--- src/rtl/gcm_decrypt_release_buffer.sv ---
// gcm_decrypt_release_buffer
//
// Holds decrypted GCM plaintext in a DEPTH-entry FIFO until the instance's
// authentication tag has been checked. Plaintext is released downstream only
// after a tag match; on mismatch or FIFO overflow the buffered plaintext is
// discarded and a single auth-fail pulse is raised.
//
// Optional feature: define GCM_TRUNC_TAG_EN to honour i_tag96 (compare only
// tag bits [0:95] when the latched i_tag96 is 1). Without the macro i_tag96 is
// ignored and the full 128-bit tag is compared.
//
// Ports:
//   clk, i_rst_n                     clock, async active-low reset
//   i_pt_valid/i_pt_data/i_pt_last   plaintext block input
//   o_pt_ready                       input handshake (high in FILL and ABORT)
//   i_tag_valid/i_calc_tag/i_rx_tag  tag pair (one-cycle pulse)
//   i_tag96                          truncated-tag compare request
//   o_out_valid/o_out_data/o_out_last, i_out_ready   released plaintext stream
//   o_auth_pass/o_auth_fail          one-cycle authentication result pulses
//
// Parameter: DEPTH  FIFO depth in 128-bit blocks (power of two).

module gcm_decrypt_release_buffer #(
    parameter int DEPTH = 16
) (
    input  logic         clk,
    input  logic         i_rst_n,
    input  logic         i_pt_valid,
    input  logic [0:127] i_pt_data,
    input  logic         i_pt_last,
    output logic         o_pt_ready,
    input  logic         i_tag_valid,
    input  logic [0:127] i_calc_tag,
    input  logic [0:127] i_rx_tag,
    input  logic         i_tag96,
    output logic         o_out_valid,
    output logic [0:127] o_out_data,
    output logic         o_out_last,
    input  logic         i_out_ready,
    output logic         o_auth_pass,
    output logic         o_auth_fail
);

    localparam int AW = $clog2(DEPTH);
    localparam int CW = AW + 1;

    typedef enum logic [2:0] {
        FILL, WAIT_TAG, CHECK, RELEASE, DISCARD, ABORT
    } state_t;

    state_t          state, state_nxt;
    logic [AW-1:0]   wr_ptr, rd_ptr;
    logic [CW-1:0]   count;
    logic            tag_held;
    logic            fail_done;   // fail already pulsed in CHECK for this instance
    logic            rst_done;    // keeps o_pt_ready low until the first edge after reset
    logic [0:127]    calc_q, rx_q;
    logic [0:127]    mem [DEPTH];

    logic pt_accept, full, wr_en, pop, tag_load, tag_clr, tag_match;

    assign pt_accept = o_pt_ready && i_pt_valid;
    assign full      = (count == CW'(DEPTH));
    assign wr_en     = pt_accept && (state == FILL) && !full;
    assign pop       = o_out_valid && i_out_ready;
    assign tag_load  = i_tag_valid && !tag_held &&
                       (state == FILL || state == WAIT_TAG || state == ABORT);
    assign tag_clr   = (state != state_nxt) &&
                       (state == CHECK || state == DISCARD || state == ABORT);

`ifdef GCM_TRUNC_TAG_EN
    logic tag96_q;
    assign tag_match = tag96_q ? (calc_q[0:95] == rx_q[0:95]) : (calc_q == rx_q);
`else
    logic unused_tag96;
    assign unused_tag96 = i_tag96;
    assign tag_match    = (calc_q == rx_q);
`endif

    always_comb begin
        state_nxt = state;
        case (state)
            FILL: begin
                if (pt_accept) begin
                    if (full)
                        state_nxt = i_pt_last ? DISCARD : ABORT;
                    else if (i_pt_last)
                        // a tag arriving with the last block still counts as held
                        state_nxt = (tag_held || i_tag_valid) ? CHECK : WAIT_TAG;
                end
            end
            WAIT_TAG: if (tag_held || i_tag_valid) state_nxt = CHECK;
            CHECK: begin
                if (!tag_match)       state_nxt = DISCARD;
                else if (count == '0) state_nxt = FILL;
                else                  state_nxt = RELEASE;
            end
            RELEASE: if (pop && count == CW'(1)) state_nxt = FILL;
            DISCARD: state_nxt = FILL;
            ABORT:   if (pt_accept && i_pt_last) state_nxt = DISCARD;
            default: state_nxt = FILL;
        endcase
    end

    always_comb begin
        o_pt_ready  = rst_done && (state == FILL || state == ABORT);
        o_out_valid = (state == RELEASE);
        o_out_data  = o_out_valid ? mem[rd_ptr] : '0;
        o_out_last  = o_out_valid && (count == CW'(1));
        o_auth_pass = (state == CHECK) && tag_match;
        o_auth_fail = ((state == CHECK) && !tag_match) ||
                      ((state == DISCARD) && !fail_done);
    end

    always_ff @(posedge clk or negedge i_rst_n) begin
        if (!i_rst_n) begin
            state     <= FILL;
            rst_done  <= 1'b0;
            wr_ptr    <= '0;
            rd_ptr    <= '0;
            count     <= '0;
            tag_held  <= 1'b0;
            fail_done <= 1'b0;
        end else begin
            state    <= state_nxt;
            rst_done <= 1'b1;

            if (tag_load) tag_held <= 1'b1;
            if (tag_clr)  tag_held <= 1'b0;

            if (state == DISCARD)                    fail_done <= 1'b0;
            else if (state == CHECK && !tag_match)   fail_done <= 1'b1;

            if (state == DISCARD) begin
                wr_ptr <= '0;
                rd_ptr <= '0;
                count  <= '0;
            end else begin
                if (wr_en) wr_ptr <= wr_ptr + 1'b1;
                if (pop)   rd_ptr <= rd_ptr + 1'b1;
                if (wr_en)    count <= count + 1'b1;
                else if (pop) count <= count - 1'b1;
            end
        end
    end

    // Data storage carries no reset; validity is tracked by count and tag_held.
    always_ff @(posedge clk) begin
        if (wr_en) mem[wr_ptr] <= i_pt_data;
        if (tag_load) begin
            calc_q <= i_calc_tag;
            rx_q   <= i_rx_tag;
`ifdef GCM_TRUNC_TAG_EN
            tag96_q <= i_tag96;
`endif
        end
    end

endmodule

--- config.mk ---
export PLATFORM = sky130hd
export DESIGN_NAME = gcm_decrypt_release_buffer
export DESIGN_NICKNAME = d
export VERILOG_FILES = /design/src/rtl/gcm_decrypt_release_buffer.sv
export SDC_FILE = /design/constraint.sdc
export NUM_CORES = 2
export LEC_CHECK = 0
export ABC_AREA = 1
export CORE_MARGIN = 3
export CORE_UTILIZATION = 45
export DETAILED_ROUTE_END_ITERATION = 7
export MAX_ROUTING_LAYER = met4
export SYNTH_ARGS = -nofsm -noshare
export SYNTH_HDL_FRONTEND = slang
export SYNTH_SLANG_ARGS = --single-unit
--- constraint.sdc ---
create_clock -name clk -period 31.4 [get_ports clk]
set_input_delay 9.42 -clock clk [delete_from_list [all_inputs] [get_ports clk]]
set_output_delay 9.42 -clock clk [all_outputs]
set_load 0.05 [all_outputs]
* Word level (Yosys, flattened, before mapping)
Memory sizes are Yosys's and may differ from the RTL's.
Cells that the tools add are included.
** Storage, ports and cells
- Flip-flop bits (word level) :: 275
- Memory bits (writable) :: 2048
- Input port bits :: 391
- Output and inout port bits :: 133
- Logic and storage cells :: 80
- Memories :: 1
** Cells by class
- $add $sub $neg :: 4
- Equality and inequality tests :: 9
- Mux-type cells :: 25
- Reductions and logical operators :: 32
** Memories
- mem :: words 16, bits a word 128, rd ports 1, clocked after Yosys merged registers in 0, write ports 1, line 58 : logic [0:127] mem [DEPTH];
** Operator list (count)
- 128-bit == test :: 1
- 128-bit two-way mux :: 1
- 3-bit two-way mux :: 7
- 4-bit two-way mux :: 4
- 5-bit two-way mux :: 3
- 3-bit case mux with 5 select lines :: 1
- 1-bit logical AND :: 14
- 4-bit by 1-bit adder with 4-bit output (second input constant) :: 2
- 2-bit nonzero test :: 4
- 1-bit logical OR :: 7
- 1-bit two-way mux :: 7
- 3-bit by 2-bit == test with 1-bit output (second input constant) :: 2
- 3-bit == test (second input constant) :: 2
- 5-bit by 1-bit adder with 5-bit output (second input constant) :: 1
- 5-bit by 1-bit == test with 1-bit output (second input constant) :: 1
- 5-bit == test (second input constant) :: 1
- 5-bit logical NOT :: 1
- 5-bit by 1-bit subtractor with 5-bit output (second input constant) :: 1
- 1-bit logical NOT :: 4
- 2-bit two-way mux :: 2
- 3-bit by 1-bit == test with 1-bit output (second input constant) :: 1
- 3-bit logical NOT :: 1
- 3-bit inequality test :: 1
- 3-bit nonzero test :: 1

* Longest topological paths before layout
- Depth in word-level cells :: 10
- Gate-level depth with buffers :: 15
- Mapped depth without buffers :: 15

* Worst setup path after synthesis
Ideal clock, no wire load.
- Path type :: input to register
- Start point :: input i_tag_valid
- End point :: register calc_q[0] (netlist bit), enable pin
- Setup time :: 0.885 ns
- Arrival time :: 20.194 ns
- Data required time :: 30.515 ns
- Slack :: 10.321 ns
- Cell stages on the path :: 2
- Cell sequence :: nand2_1 -> nor2_1
** On the way
- Cells in the longest elaborated chain, start to end :: 2
** RTL lines
- from (decl) :: line 32 : input logic i_tag_valid,
- 1-bit logical AND (2 in a row) :: line 66 : assign tag_load = i_tag_valid && !tag_held &&
- net tag_load :: line 60 : logic pt_accept, full, wr_en, pop, tag_load, tag_clr, tag_match;
- to (signal assigned) :: line 151 : calc_q <= i_calc_tag;
- to (decl) :: line 57 : logic [0:127] calc_q, rx_q;
The timed path passes the listed nets, and every way through them passes these cells.
A chain may end at the register's enable or synchronous reset.

* Worst setup path in the final report
- Start point :: register rd_ptr[0]
- End point :: output o_out_data[125] (netlist bit)
** On the way
- Cells in the longest elaborated chain, start to end :: 2
** RTL lines
- from (decl) :: line 52 : logic [AW-1:0] wr_ptr, rd_ptr;
- from (signal assigned) :: line 140 : if (pop) rd_ptr <= rd_ptr + 1'b1;
- memory read 16 x 128 bit
- 128-bit two-way mux :: line 108 : o_out_data = o_out_valid ? mem[rd_ptr] : '0;
- to (decl) :: line 37 : output logic [0:127] o_out_data,
No other way between the ends.

==> run metrics <==
status=complete, no violations; IO buf count=522; mux share of post-synthesis cell area=0; Post-Syn Area=89,400 um2; initial core utilization=0.456; post_cts resized=0; Most used DFF post-synth=edfxtp_1; number of flops mapped to enable cells by yosys=2,304; Net Count, Synth=6,608; Max Fclk=0.0624 GHz; top layer in use=met4; Int Pwr=5.27 mW; Setup TNS=0 ns; Power Dens Cells=66.1 nW/um2; CP endpoint kind=primary output; vias=54.5k; most frequent cells in the layout=edfxtp_1, nor2_1, o21ai_0, clkdlybuf4s50_1, o221ai_1; Area contributors post-synth=edfxtp_1, o21ai_0, nor2_1; final hold viol count=0; pin count of the biggest net entering global routing=241; die area=204,000 um2; Clk network pwr share=0.387; min Tclk post-route=16.02 ns; drt initial violations=4,979; CTS sink cnt=2,323; CTS clk-pin slew, worst paths=0.06 ns; Placer Congestion=0.779; Setup Skew=0.0505 ns; Pleak=32.6 nW; Congestion Overflow GR=0; placed cell areas=97,100 um2; drt wl/cell=25.4 um; pre-CTS setup slack=16.31 ns; row cnt=162; worst min path class=register to register; worst skew pair latency=0.87 ns; Worst-Margin Slew=1.22 ns; fraction of layout cells with a size suffix above 1=0.0630; CTS buffer count=233; CP bufs+invs=4; M1 WL=98.5 mm; met3 wire length=14.9 mm; Gate power share=0.089; postcts setup bufs=0; sequential cell fraction of total power=0.524; Peak supply drop=62.9 uV; most common cell after layout, fill and taps aside=edfxtp_1; synthesized-area fraction occupied by adder cells=0.00126; Routed met2 length=120 mm; fillcell total=16.2k; Yosys top cell by area=edfxtp_1; Post-Route WL=240 mm; Pre-Repair DR Iteration Count=5; ys async rst share=0.00818; Synth Register Bits=2,323; Worst Path Required=21.98 ns; Netlist cell types=34; CP max-delay cell=dfrtp_4; Final WS setup=15.38 ns; largest family of logic cells by synthesized area=compound AO/OA/AOI/OAI gates; crit-path max FO=230; Startpoint Class=register; Via density=5.76; Core Footprint=196,000 um2; Post-DRT Antenna Nets=0; crit path DAT=6.60 ns; post-synthesis xor/xnor area fraction=0.0106; Root Driver=clkbuf_16; Yosys warnings=0; Detail Placement HPWL=117 mm; Synth Area in Compound Gates=0.126; Net Switching=1.63 mW; Sw Ratio=0.237; Die Wd=452 um; final layout net count=6,999; CP cell instances=buf_4, buf_4, buf_12, o21ai_0, o221ai_1, nand3_1, a21oi_1, clkdlybuf4s50_1; IO Count=524; Cells after Synth=6,208; Slew Viols, Final=0; design area=104,000 um2; Final period util=0.510; Finish-stage setup viols=0; CP delay by family, top=buffers and inverters; number of global-route vias before repair=53.0k; post-synthesis simple-gate area fraction=0.0605; # hold bufs at CTS=0; unrepaired setup endpoints after global routing=no; CTS tree=yes; worst-case clock buffer depth=3; H-tree depth=4; slowest cell delay on critical path=0.97 ns; area delta synth->final=16.8%; syn avg cell area=14.4 um2; first-pass GRT wire length=351 mm; crit path kind=register to primary output; initial antenna violation count=43; top cell type's share of synthesized area=0.774; Die Y=452 um; DR DRC count=0; Max-Cap Viols=0; Max transition margin=0.184; cell mode on critical path=buf_4; register area share after synthesis=0.779; Global Route Usage Sum=0.237
==> registers in the layout (all words and copies together), names as in the netlist <==
signal	count
state	3
calc_q	128
rd_ptr	4
rx_q	128
wr_ptr	4
tag_held	1
mem	2048
fail_done	1
count	5
rst_done	1
==> area by class of cell <==
cell class	instances	area [um2]	share of cell area
sequential	2323	69700	0.667
multi-input combinational	3371	17800	0.171
clock buffer	297	6110	0.0585
timing repair buffer	598	5930	0.0568
tap	2624	3280	0.0314
clock inverter	133	1210	0.0115
inverter	72	317	0.00303
antenna	30	75.1	0.000719
==> Yosys cell counts, types with 2 or more instances <==
cell and number:
nor2_1 1097, o21ai_1 15, o221ai_1 354, buf_4 5, inv_1 66, dfrtp_1 19
a21oi_1 139, o22ai_1 159, edfxtp_1 2304, ha_1 9, o211ai_1 159, xnor2_1 108
inv_2 5, nand3_1 110, a21oi_2 2, nor2_2 3, o21ai_0 1026, clkbuf_1 366
buf_1 15, nand2_1 177, buf_2 55, nand4_1 3
==> metrics by stage <==
step | hold slack [ns] | power [mW] | cells | utilization
detailed placement | 0.467 | 4.30 | 8988 | 0.495
CTS | 0.481 | 6.95 | 9418 | 0.532
floorplan | 0.445 | 4.07 | 6208 | -
finish | 0.483 | 6.90 | 9448 | 0.532
global route | 0.543 | 7.16 | 9446 | 0.532
global placement | 0.460 | 4.28 | 8988 | 0.495
==> power groups by stage <==
stage	Clock [mW]	Sequential, mW	Combinational (mW)
6_report	2.67	3.62	0.614
5_1_grt	2.85	3.63	0.679
4_1_cts	2.72	3.62	0.618
3_5_place_dp	0	3.68	0.616
3_3_place_gp	0	3.68	0.604
2_1_floorplan	0	3.70	0.371
==> cells by family (layout without fill, tap and decap cells) <==
logic type               Yosys count  count (layout)
flip-flops                      2323            2323
AO/OA/AOI/OAI                   1858            1858
AND/OR/NAND/NOR                 1395            1395
buffers and inverters            514            1100
XOR/XNOR                         108             108
adder cells (fa/ha/maj)            9               9
other                              1              31
==> final timing paths <==
| path | endpoint | startpoint | slack [ns] | cells after the start |
|---|---|---|---|---|
| min in group asynchronous | wr_ptr[2] | i_rst_n | 9.08 | 1 |
| max in group asynchronous | rd_ptr[1] | i_rst_n | 21.61 | 1 |
| worst max-delay path | o_out_data[125] | rd_ptr[0] | 15.38 | 8 |
| worst min-delay path | fail_done | fail_done | 0.48 | 2 |
| worst min register to register | fail_done | fail_done | 0.48 | 2 |
| worst max register to register | mem[2][68] | count[0] | 26.23 | 11 |
==> worst register-to-register path: cells and delay by family, from the launching register on <==
kind / cells / cell delay (ns)
flops: 1 / 0.42
simple gates: 4 / 1.37
fa+ha+maj: 1 / 0.23
buf+inv: 6 / 2.78
==> per-layer routing <==
metal | track usage | vias up
met5 | - | -
met4 | 0.0701 | 0
met3 | 0.0395 | 385
met2 | 0.389 | 1755
met1 | 0.306 | 27800
li1 | - | 24600
No activity file was read; power rests on OpenSTA's default activity.
